`src/rtl/s2p_frame_arbiter.sv`:
```
// Round-robin arbiter that shares one serial-to-parallel converter
// among NUM_REQ serial sources and returns each word with its source id.
module s2p_frame_arbiter #(
   parameter int NUM_REQ    = 4,
   parameter int FRAME_BITS = 8,
   parameter int TIMEOUT    = 16,
   localparam int ID_W = (NUM_REQ > 1) ? $clog2(NUM_REQ) : 1
) (
   input  logic                  clk,
   input  logic                  reset,
   input  logic [NUM_REQ-1:0]    req,
   input  logic [NUM_REQ-1:0]    ser_d,
   output logic [NUM_REQ-1:0]    gnt,
   output logic                  s2p_start,
   output logic                  s2p_d,
   input  logic                  s2p_end,
   input  logic [FRAME_BITS-1:0] s2p_data,
   output logic                  out_valid,
   input  logic                  out_ready,
   output logic [FRAME_BITS-1:0] out_data,
   output logic [ID_W-1:0]       out_id,
   output logic                  busy,
   output logic                  err_timeout
);

   localparam int BIT_W = $clog2(FRAME_BITS + 1);
   localparam int TMO_W = $clog2(TIMEOUT + 1);

   typedef enum logic [2:0] {
      S_IDLE,
      S_GRANT,
      S_START,
      S_SHIFT,
      S_WAIT,
      S_OUT
   } state_t;

   state_t           state;
   state_t           state_nxt;
   logic [ID_W-1:0]  grant_id;
   logic [ID_W-1:0]  last_id;
   logic [ID_W-1:0]  pick_id;
   logic [ID_W-1:0]  scan_id;
   logic             pick_vld;
   logic [BIT_W-1:0] bit_cnt;
   logic [TMO_W-1:0] tmo_cnt;
   logic             bit_last;
   logic             tmo_last;

   assign bit_last = (bit_cnt == BIT_W'(FRAME_BITS - 1));
   assign tmo_last = (tmo_cnt == TMO_W'(TIMEOUT - 1));

   // Scan from the farthest offset down so the nearest one after last_id wins.
   always_comb begin
      pick_id  = '0;
      pick_vld = 1'b0;
      scan_id  = '0;
      for (int i = NUM_REQ; i >= 1; i--) begin
         scan_id = ID_W'((int'(last_id) + i) % NUM_REQ);
         if (req[scan_id]) begin
            pick_id  = scan_id;
            pick_vld = 1'b1;
         end
      end
   end

   always_ff @(posedge clk or negedge reset) begin
      if (!reset) state <= S_IDLE;
      else        state <= state_nxt;
   end

   always_comb begin
      state_nxt = state;
      unique case (state)
         S_IDLE:  if (pick_vld) state_nxt = S_GRANT;
         S_GRANT: state_nxt = S_START;
         S_START: state_nxt = S_SHIFT;
         S_SHIFT: if (bit_last) state_nxt = S_WAIT;
         S_WAIT: begin
            if (s2p_end)       state_nxt = S_OUT;
            else if (tmo_last) state_nxt = S_IDLE;
         end
         S_OUT:   if (out_ready) state_nxt = S_IDLE;
         default: state_nxt = S_IDLE;
      endcase
   end

   assign busy      = (state != S_IDLE);
   assign s2p_start = (state == S_START);
   assign s2p_d     = ((state == S_START) || (state == S_SHIFT))
                      ? ser_d[grant_id] : 1'b0;

   always_ff @(posedge clk or negedge reset) begin
      if (!reset) begin
         gnt         <= '0;
         grant_id    <= '0;
         last_id     <= ID_W'(NUM_REQ - 1);
         bit_cnt     <= '0;
         tmo_cnt     <= '0;
         out_valid   <= 1'b0;
         out_data    <= '0;
         out_id      <= '0;
         err_timeout <= 1'b0;
      end else begin
         err_timeout <= 1'b0;
         unique case (state)
            S_IDLE: begin
               if (pick_vld) begin
                  grant_id <= pick_id;
                  gnt      <= NUM_REQ'(1) << pick_id;
               end
            end
            S_GRANT: bit_cnt <= '0;
            S_START: bit_cnt <= BIT_W'(1);
            S_SHIFT: begin
               bit_cnt <= bit_cnt + BIT_W'(1);
               if (bit_last) tmo_cnt <= '0;
            end
            S_WAIT: begin
               tmo_cnt <= tmo_cnt + TMO_W'(1);
               // End-of-conversion takes priority over a same-cycle timeout.
               if (s2p_end) begin
                  out_data  <= s2p_data;
                  out_id    <= grant_id;
                  out_valid <= 1'b1;
               end else if (tmo_last) begin
                  err_timeout <= 1'b1;
                  gnt         <= '0;
                  last_id     <= grant_id;
               end
            end
            S_OUT: begin
               if (out_ready) begin
                  out_valid <= 1'b0;
                  gnt       <= '0;
                  last_id   <= grant_id;
               end
            end
            default: ;
         endcase
      end
   end

endmodule

```
`config.mk`:
```
export PLATFORM = sky130hd
export DESIGN_NAME = s2p_frame_arbiter
export DESIGN_NICKNAME = d
export VERILOG_FILES = /design/src/rtl/s2p_frame_arbiter.sv
export SDC_FILE = /design/constraint.sdc
export NUM_CORES = 1
export LEC_CHECK = 0
export CORE_MARGIN = 5
export CORE_UTILIZATION = 40
export DETAILED_ROUTE_END_ITERATION = 16
export PLACE_DENSITY = 0.65
export SYNTH_ARGS = -nofsm -noshare
export SYNTH_HDL_FRONTEND = slang
export SYNTH_SLANG_ARGS = --single-unit
```
`constraint.sdc`:
```
create_clock -name clk -period 5.05 [get_ports clk]
set_input_delay 1.01 -clock clk [delete_from_list [all_inputs] [get_ports clk]]
set_output_delay 1.01 -clock clk [all_outputs]
set_load 0.02 [all_outputs]
```
==> results of run 1 <==
[how the worst max path moves through the flow]
stage | startpoint | to | slack (ns) | depth (start not counted)
final | ser_d[2] | s2p_d | 1.49 | 4
after global routing | ser_d[1] | s2p_d | 1.43 | 4
after CTS | ser_d[2] | s2p_d | 1.47 | 4
after detailed placement | ser_d[3] | s2p_d | 1.47 | 4
after global placement | ser_d[3] | s2p_d | 1.49 | 4
after floorplan | ser_d[3] | s2p_d | 2.37 | 2
[logic make-up after synthesis]
kind of cell    count (synthesis)
buf+inv                        11
compound gates                 33
simple gates                   49
fa+ha+maj                       3
flops                          32
mux                            15
[synthesized netlist by cell type, types with 2 or more instances]
cell type	n	area share
a21oi_1	6	0.020
a31oi_1	4	0.016
and2_1	2	0.0081
and3b_1	2	0.011
clkbuf_1	3	0.0073
dfrtp_1	30	0.49
dfstp_2	2	0.034
ha_1	3	0.024
inv_1	6	0.015
mux2_2	12	0.088
mux2i_1	2	0.013
nand2_1	17	0.042
nand3_1	3	0.0098
nor2_1	7	0.017
nor2b_1	5	0.020
nor3_1	2	0.0065
o21ai_0	11	0.036
o21bai_1	2	0.0098
o22ai_1	4	0.016
or3_4	2	0.015
or3b_2	2	0.011
[worst max-delay path, stage by stage]
cell,delay (ns)
clkdlybuf4s50_1,0.40
mux4_2,0.45
and2_1,0.16
clkdlybuf4s50_1,0.53
[power groups by stage]
| stage | Clock, µW | Sequential, µW | Combinational (µW) |
|---|---|---|---|
| after global placement | 0 | 418 | 333 |
| after CTS | 200 | 420 | 343 |
| after global routing | 213 | 433 | 372 |
| final | 194 | 419 | 338 |
| after floorplan | 0 | 425 | 197 |
| after detailed placement | 0 | 425 | 343 |
[cell type report]
cell class                 instances  share of cell area
sequential                        32               0.392
multi-input combinational        100               0.335
clock buffer                       8              0.0440
timing repair buffer              39               0.189
inverter                           6              0.0110
tap                               48              0.0293
[routing by layer]
layer  up-vias  global-route usage
met5         -                   0
met4         0              0.0438
met3         5              0.0443
met2        34               0.208
met1       571               0.152
li1        601                   -
[through the flow]
stage / hold WS (ns) / power, µW / area, µm² / worst slack (ns)
6_report: 0.487 / 952 / 2050 / 1.49
5_1_grt: 0.501 / 1020 / 2050 / 1.43
4_1_cts: 0.496 / 963 / 2050 / 1.47
3_3_place_gp: 0.465 / 751 / 1960 / 1.49
3_5_place_dp: 0.484 / 768 / 1960 / 1.47
2_1_floorplan: 0.443 / 622 / 1540 / 2.37
[state kept, by name, summed over array words and instances, names as in the netlist]
register     count
err_timeout      1
last_id          2
out_data         8
out_id           2
state            3
gnt              4
grant_id         2
tmo_cnt          5
out_valid        1
bit_cnt          4
==> run_results.csv, run 1 <==
group,metric,value,unit
status,status,"completed",
cts,cts_buffer_depth,2,
place,portBuffers,38,
floorplan,die_area,0.00518,mm²
routing,vias,1211,
logic_synthesis,synth_adder_area_share,0.0244,
logic_synthesis,synthSimpleGateAreaFrac,0.172,
logic_synthesis,yosysWarnings,0,
cts,cts_tree,"done",
timing,grt_setup_unrepaired,"false",
pwr,power_frac_clock,0.204,
pwr,swShare,0.339,
run,maxCapViolCount,0,
finish,drive_above_1_share,0.151,
logic_synthesis,ys_types,37,
timing,tightest_slew,0.550,ns
setup_path,reg2reg_to,"out_data[1]$_DFFE_PN0P_",
cts,h-tree-depth,2,
pwr,pwr-share-seq,0.441,
hold_path,hold_path_depth,2,
timing,finalSetupViolations,0,
finish,nets,207,
floorplan,core-area,0.00369,mm²
floorplan,ios,39,
global_route,grt_max_degree,33,
hold_path,hold_end,"tmo_cnt[4]$_DFFE_PN0P_",
cts,cts.clk_slew.worst_paths,0.06,ns
finish,fin_util,0.556,
finish,seqCellArea,803,µm²
setup_path,startpoint_type,"input port",
routing,routed.top_layer,"met4",
cts,cts_resized,0,
finish,multiInputGateArea,686,µm²
timing,max-slew-margin-rel,0.634,
routing,via_per_inst,5.20,
routing,wl_met2,1490,µm
place,gp_congestion,0.842,
routing,wl_met3,218,µm
hold_path,hold_path_class,"register to register",
timing,post-route-period-util,0.705,
routing,firstDrtPassIters,4,
setup_path,reg2reg_slack,2.92,ns
floorplan,fp.dieW,72.0,µm
routing,ant_nets,0,
logic_synthesis,yosys-mux-area-fraction,0.116,
logic_synthesis,synth_top_family_by_area,"simple AND/OR/NAND/NOR gates",
finish,stdcell_count,233,
routing,avgRoutedWirePerCell,13.3,µm
cts,hold_buffers,0,
finish,area_delta_synth_final,33.5,%
pwr,p_per_area,464,mW/mm²
floorplan,num_rows,22,
logic_synthesis,postSynthNetCount,166,
global_route,grt_use_total,0.126,
global_route,grt_pass1_vias,1108,
setup_path,path_max_fanout,1,
timing,drv_slew,0,
setup_path,rr_worst_depth,3,
finish,fill_cells,342,
cts,post_cts_buffers,0,
pwr,internal_power,629,µW
setup_path,critPathArrivalTime,2.55,ns
floorplan,floorplan.initialDensity,0.416,
cts,cts.sinks,32,
logic_synthesis,synth_compound_area_frac,0.134,
logic_synthesis,async_flop_share,1.00,
setup_path,cp-end-kind,"output port",
setup_path,rr_startpoint,"state[0]$_DFFE_PN0P_",
timing,hold_viol_final,0,
place,hpwl,2430,µm
routing,met1_length,1360,µm
logic_synthesis,synth-seq-area-share,0.523,
timing,min_period,3.56,ns
cts,clkLatencyLatePin,0.27,ns
timing,finalClockSkew,0.00587,ns
hold_path,min-delay-start,"tmo_cnt[4]$_DFFE_PN0P_",
logic_synthesis,ys_ff_latch,32,
timing,fin_setup_tns,0,ns
logic_synthesis,synth.cell_area,0.00154,mm²
cts,cts-root-buf,"clkbuf_8",
pwr,pwr-share-comb,0.356,
pwr,peakVddDrop,0.218,mV
global_route,grt.overflow.total,0,
setup_path,critical_path_required,4.04,ns
global_route,grt_pass1_wl,5110,µm
floorplan,die_h,72.0,µm
logic_synthesis,synth_edf_count,0,
logic_synthesis,synth-xor-area-share,0,
finish,diodes,0,
routing,routed_wl,3100,µm
logic_synthesis,synth_area_per_cell,10.7,µm²
setup_path,critPathKind,"input port to output port",
routing,drcViolationCount,0,
finish,final_common_cell,"clkdlybuf4s50_1",
global_route,antenna_found_initial,0,
pwr,leakage,0.000867,µW
pwr,p_switching,323,µW
logic_synthesis,synthFlopType,"dfrtp_1",
cts,cts_inserted_buffers,5,
routing,drtIter0Drc,47,
finish,layout_common_cells,"clkdlybuf4s50_1 (38), dfrtp_1 (30), nand2_1 (17)",
place,dp.cells,225,
logic_synthesis,synth_cells,143,
timing,fmax,281,MHz
Note: power is estimated with default switching activity, not from simulation.
==> inputs of run 2 (changes only) <==
==> constraint.sdc (replaced) <==
create_clock -name clk -period 3.5 [get_ports clk]
set_input_delay 0.7 -clock clk [delete_from_list [all_inputs] [get_ports clk]]
set_output_delay 0.7 -clock clk [all_outputs]
set_load 0.02 [all_outputs]
==> run 2 against run 1 <==
  * Global-route usage increased by 0.15 points
  * Wire length increased by 0.87%
  * Total power increased by 42%
  * Final area decreased by 0.43%
  * Sequential power increased by 44%
  * Non-clock buffer count unchanged
  * Critical path depth unchanged
  * Clock-buffer cell count decreased by 1
  * First-iteration DRC count decreased by 2.1%
  * Sequential cell count unchanged
  * Sequential share of layout area increased by 0.17 points
  * Register-to-register slack got worse by 1.5 ns
==> run_results.csv, run 2 (synthesis results as in run 1) <==
group,metric,value,unit
timing,hold_slack,0.486,ns
timing,post-route-period-util,0.839,
global_route,grt_use_total,0.127,
cts,cts.clk_slew.worst_paths,0.06,ns
routing,avgRoutedWirePerCell,13.4,µm
cts,h-tree-depth,2,
setup_path,critPathKind,"input port to output port",
finish,area_delta_synth_final,32.9,%
status,status,"completed",
routing,firstDrtPassIters,4,
place,gp_congestion,0.841,
timing,hold_viol_final,0,
routing,drtIter0Drc,46,
finish,drive_above_1_share,0.151,
timing,fin_setup_tns,0,ns
routing,vias,1192,
setup_path,crit_chain,"clkdlybuf4s50_1 > mux4_2 > and2_1 > clkdlybuf4s50_1",
finish,largest_reg_flops,8,
floorplan,fp.dieW,72.0,µm
global_route,grt_max_degree,33,
routing,ant_nets,0,
finish,final_common_cell,"clkdlybuf4s50_1",
global_route,grt_pass1_vias,1100,
timing,min_period,2.94,ns
hold_path,hold_path_class,"register to register",
cts,post_cts_buffers,0,
cts,cts_buffer_depth,2,
pwr,peakVddDrop,0.353,mV
timing,tightest_slew,0.534,ns
timing,grt_setup_unrepaired,"false",
cts,hold_buffers,0,
cts,cts_inserted_buffers,5,
cts,cts-root-buf,"clkbuf_8",
finish,layout_common_cells,"clkdlybuf4s50_1 (38), dfrtp_1 (30), nand2_1 (17)",
routing,routed_wl,3130,µm
cts,cts_resized,0,
routing,via_per_inst,5.12,
finish,top_register,"out_data",
setup_path,cpMostUsedCell,"clkdlybuf4s50_1",
place,dpl-instance-area,0.00196,mm²
global_route,grt_pass1_wl,5180,µm
timing,fmax,340,MHz
finish,diodes,0,
setup_path,cpMaxStageDelayCell,"clkdlybuf4s50_1",
cts,cts_tree,"done",
cts,clkLatencyLatePin,0.28,ns
floorplan,core-area,0.00369,mm²
cts,cts.sinks,32,
floorplan,num_rows,22,
setup_path,critPathArrivalTime,2.24,ns
finish,nets,207,
floorplan,die_area,0.00518,mm²
routing,drcViolationCount,0,
setup_path,path_max_fanout,1,
floorplan,die_h,72.0,µm
run,maxCapViolCount,0,
floorplan,ios,39,
timing,max-slew-margin-rel,0.643,
setup_path,critical_path_required,2.80,ns
place,hpwl,2370,µm
pwr,leakage,0.000864,µW
setup_path,slowest_delay,0.53,ns
place,portBuffers,38,
setup_path,cp-end-kind,"output port",
finish,reg.largest.list,"out_data x8, tmo_cnt x5",
pwr,p_per_area,663,mW/mm²
timing,drv_slew,0,
floorplan,floorplan.initialDensity,0.416,
finish,fin_area,0.00204,mm²
global_route,grt.overflow.total,0,
timing,finalClockSkew,0.00630,ns
global_route,antenna_found_initial,0,
setup_path,startpoint_type,"input port",
timing,finalSetupViolations,0,
==> run 2: area by class of cell <==
| class | count | area [µm²] |
|---|---|---|
| inverters | 6 | 22.5 |
| multi-input cells | 100 | 686 |
| repair buffers | 39 | 388 |
| clock inverters | 1 | 5.00 |
| clock buffers | 7 | 76.3 |
| fillers | 337 | 1650 |
| flip-flops and latches | 32 | 803 |
| well taps | 48 | 60.1 |
==> run 2: critical path, delay by kind of cell <==
| kind | cells | cell delay (ns) |
|---|---|---|
| mux | 1 | 0.45 |
| buf+inv | 2 | 0.93 |
| simple gates | 1 | 0.16 |
==> run 2: through the flow <==
| step | utilization | total power, µW | cells | worst slack, ns |
|---|---|---|---|---|
| 2_1_floorplan | - | 897 | 143 | 1.44 |
| 3_3_place_gp | 0.531 | 1080 | 225 | 0.557 |
| 3_5_place_dp | 0.531 | 1110 | 225 | 0.545 |
| 4_1_cts | 0.553 | 1370 | 233 | 0.544 |
| 5_1_grt | 0.553 | 1450 | 233 | 0.500 |
| 6_report | 0.553 | 1350 | 233 | 0.562 |
==> run 2: layer usage <==
layer | up-vias | track usage | wire length [µm]
li1 | 599 | - | -
met1 | 554 | 0.163 | 1410
met2 | 34 | 0.196 | 1450
met3 | 5 | 0.0429 | 224
met4 | 0 | 0.0564 | 41
met5 | - | 0 | 0
==> run 2: report_power, final <==
part	leakage (µW)	internal [µW]	switching, µW
clock	0.0000422	139	121
combinational	0.000415	262	227
sequential	0.000407	485	118
total	0.000864	886	466
==> run 2: final timing paths <==
path	start	to	slack, ns	cells after the start
setup / recovery	ser_d[2]	s2p_d	0.56	4
hold / removal	tmo_cnt[4]$_DFFE_PN0P_	tmo_cnt[4]$_DFFE_PN0P_	0.49	2
setup reg to reg	state[0]$_DFFE_PN0P_	out_data[1]$_DFFE_PN0P_	1.39	3
hold reg to reg	tmo_cnt[4]$_DFFE_PN0P_	tmo_cnt[4]$_DFFE_PN0P_	0.49	2
max in group asynchronous	reset	last_id[0]$_DFFE_PN1P_	2.36	2
min in group asynchronous	reset	out_data[1]$_DFFE_PN0P_	0.82	2
==> inputs of run 3 (changes only) <==
==> constraint.sdc (replaced) <==
create_clock -name clk -period 2.73 [get_ports clk]
set_input_delay 0.546 -clock clk [delete_from_list [all_inputs] [get_ports clk]]
set_output_delay 0.546 -clock clk [all_outputs]
set_load 0.02 [all_outputs]
==> run 3 against run 2 <==
  * First-iteration DRC count is 15% lower
  * Clock power is 90% higher
  * Die area stayed put
  * Utilization is 1.4 points higher
  * Sequential share of layout area is 0.99 points lower
  * Register-to-register slack worse by 0.79 ns
  * Setup slack worse by 0.48 ns
  * Worst hold slack worse by 0.0032 ns
  * Total power is 41% higher
  * Final cell count is 0.43% higher
  * Via count is 3.5% higher
==> run_results.csv, run 3 (synthesis results as in run 1) <==
group,metric,value,unit
setup_path,startpoint_type,"input port",
timing,max-slew-margin-rel,0.655,
global_route,grt_max_degree,33,
cts,cts_buffer_depth,2,
timing,finalClockSkew,0.00468,ns
cts,cts_inserted_buffers,5,
routing,firstDrtPassIters,4,
setup_path,rr_startpoint,"tmo_cnt[1]$_DFFE_PN0P_",
place,portBuffers,38,
finish,layout_common_cells,"clkdlybuf4s50_1 (38), dfrtp_1 (30), nand2_1 (17)",
setup_path,critPathArrivalTime,2.10,ns
routing,routed_wl,3220,µm
place,hpwl,2450,µm
setup_path,critPathKind,"input port to output port",
timing,tightest_slew,0.517,ns
routing,ant_nets,0,
timing,grt_setup_unrepaired,"false",
floorplan,ios,39,
floorplan,core-area,0.00369,mm²
cts,clkLatencyLatePin,0.29,ns
status,status,"completed",
finish,fin_area,0.00209,mm²
routing,drtIter0Drc,39,
finish,reg.largest.list,"out_data x8, tmo_cnt x5",
finish,area_delta_synth_final,36.3,%
global_route,grt_pass1_vias,1192,
cts,cts_tree,"done",
cts,cts.sinks,32,
setup_path,startpoint,"ser_d[3]",
pwr,leakage,0.000891,µW
floorplan,die_area,0.00518,mm²
finish,drive_above_1_share,0.167,
global_route,grt.overflow.total,0,
routing,vias,1234,
timing,fmax,377,MHz
global_route,grt_use_total,0.133,
finish,top_register,"out_data",
cts,post_cts_buffers,0,
timing,fin_setup_tns,0,ns
routing,avgRoutedWirePerCell,13.8,µm
timing,post-route-period-util,0.971,
timing,hold_viol_final,0,
pwr,p_total,1910,µW
floorplan,floorplan.initialDensity,0.416,
floorplan,fp.dieW,72.0,µm
global_route,grt_pass1_wl,5400,µm
finish,largest_reg_flops,8,
timing,finalSetupViolations,0,
setup_path,cp-end-kind,"output port",
floorplan,die_h,72.0,µm
cts,h-tree-depth,2,
run,maxCapViolCount,0,
cts,cts_resized,0,
hold_path,min-delay-start,"tmo_cnt[3]$_DFFE_PN0P_",
cts,hold_buffers,0,
routing,drcViolationCount,0,
hold_path,hold_path_class,"register to register",
finish,fin_util,0.568,
pwr,peakVddDrop,0.435,mV
finish,nets,208,
timing,drv_slew,0,
cts,cts.clk_slew.worst_paths,0.07,ns
floorplan,num_rows,22,
timing,hold_slack,0.483,ns
global_route,antenna_found_initial,0,
setup_path,path_max_fanout,1,
cts,cts-root-buf,"clkbuf_8",
setup_path,critical_path_required,2.18,ns
routing,via_per_inst,5.27,
timing,min_period,2.65,ns
finish,final_common_cell,"clkdlybuf4s50_1",
place,gp_congestion,0.842,
pwr,p_per_area,913,mW/mm²
place,dpl-instance-area,0.00197,mm²
finish,diodes,0,
## run 3: cell count changes in the layout (fill, tap and decap cells not counted)
cell and change:
clkbuf_1 -2, clkbuf_8 +2, buf_4 +1, bufinv_16 +1, clkinv_2 -1
## run 3: final cells by class
type	instances	area (µm²)
multi-input combinational	100	686
fill	336	1600
inverter	6	22.5
tap	48	60.1
timing repair buffer	40	395
sequential	32	803
clock inverter	1	30.0
clock buffer	7	96.3
## run 3: per-layer routing
| layer | global-route usage | vias up | part of all wire |
|---|---|---|---|
| li1 | - | 599 | - |
| met2 | 0.222 | 36 | 0.48 |
| met3 | 0.0554 | 6 | 0.085 |
| met4 | 0.0522 | 0 | 0.014 |
| met1 | 0.151 | 593 | 0.42 |
| met5 | 0 | - | 0 |
## run 3: worst max-delay path, stage by stage
cell             delay [ns]
clkdlybuf4s50_1        0.40
mux4_2                 0.46
and2_1                 0.17
clkdlybuf4s50_1        0.53
## run 3: through the flow
step / std cells / setup slack (ns)
after CTS: 234 / 0.0638
final: 234 / 0.0794
after global placement: 226 / 0.0997
after floorplan: 143 / 0.870
after global routing: 234 / 0.0302
after detailed placement: 226 / 0.0717
## run 3: final timing paths
kind	endpoint	slack, ns	depth (start not counted)
min in group asynchronous	gnt[0]$_DFFE_PN0P_	0.65	2
worst max register to register	gnt[2]$_DFFE_PN0P_	0.60	7
worst min register to register	tmo_cnt[3]$_DFFE_PN0P_	0.48	1
worst max-delay path	s2p_d	0.08	4
worst min-delay path	tmo_cnt[3]$_DFFE_PN0P_	0.48	1
max in group asynchronous	last_id[0]$_DFFE_PN1P_	1.75	2
## run 3: report_power, final
part / switching, µW / internal [µW] / total, µW
Clock: 172 / 322 / 493
Combinational: 295 / 349 / 644
Sequential: 153 / 622 / 774
Total: 619 / 1290 / 1910
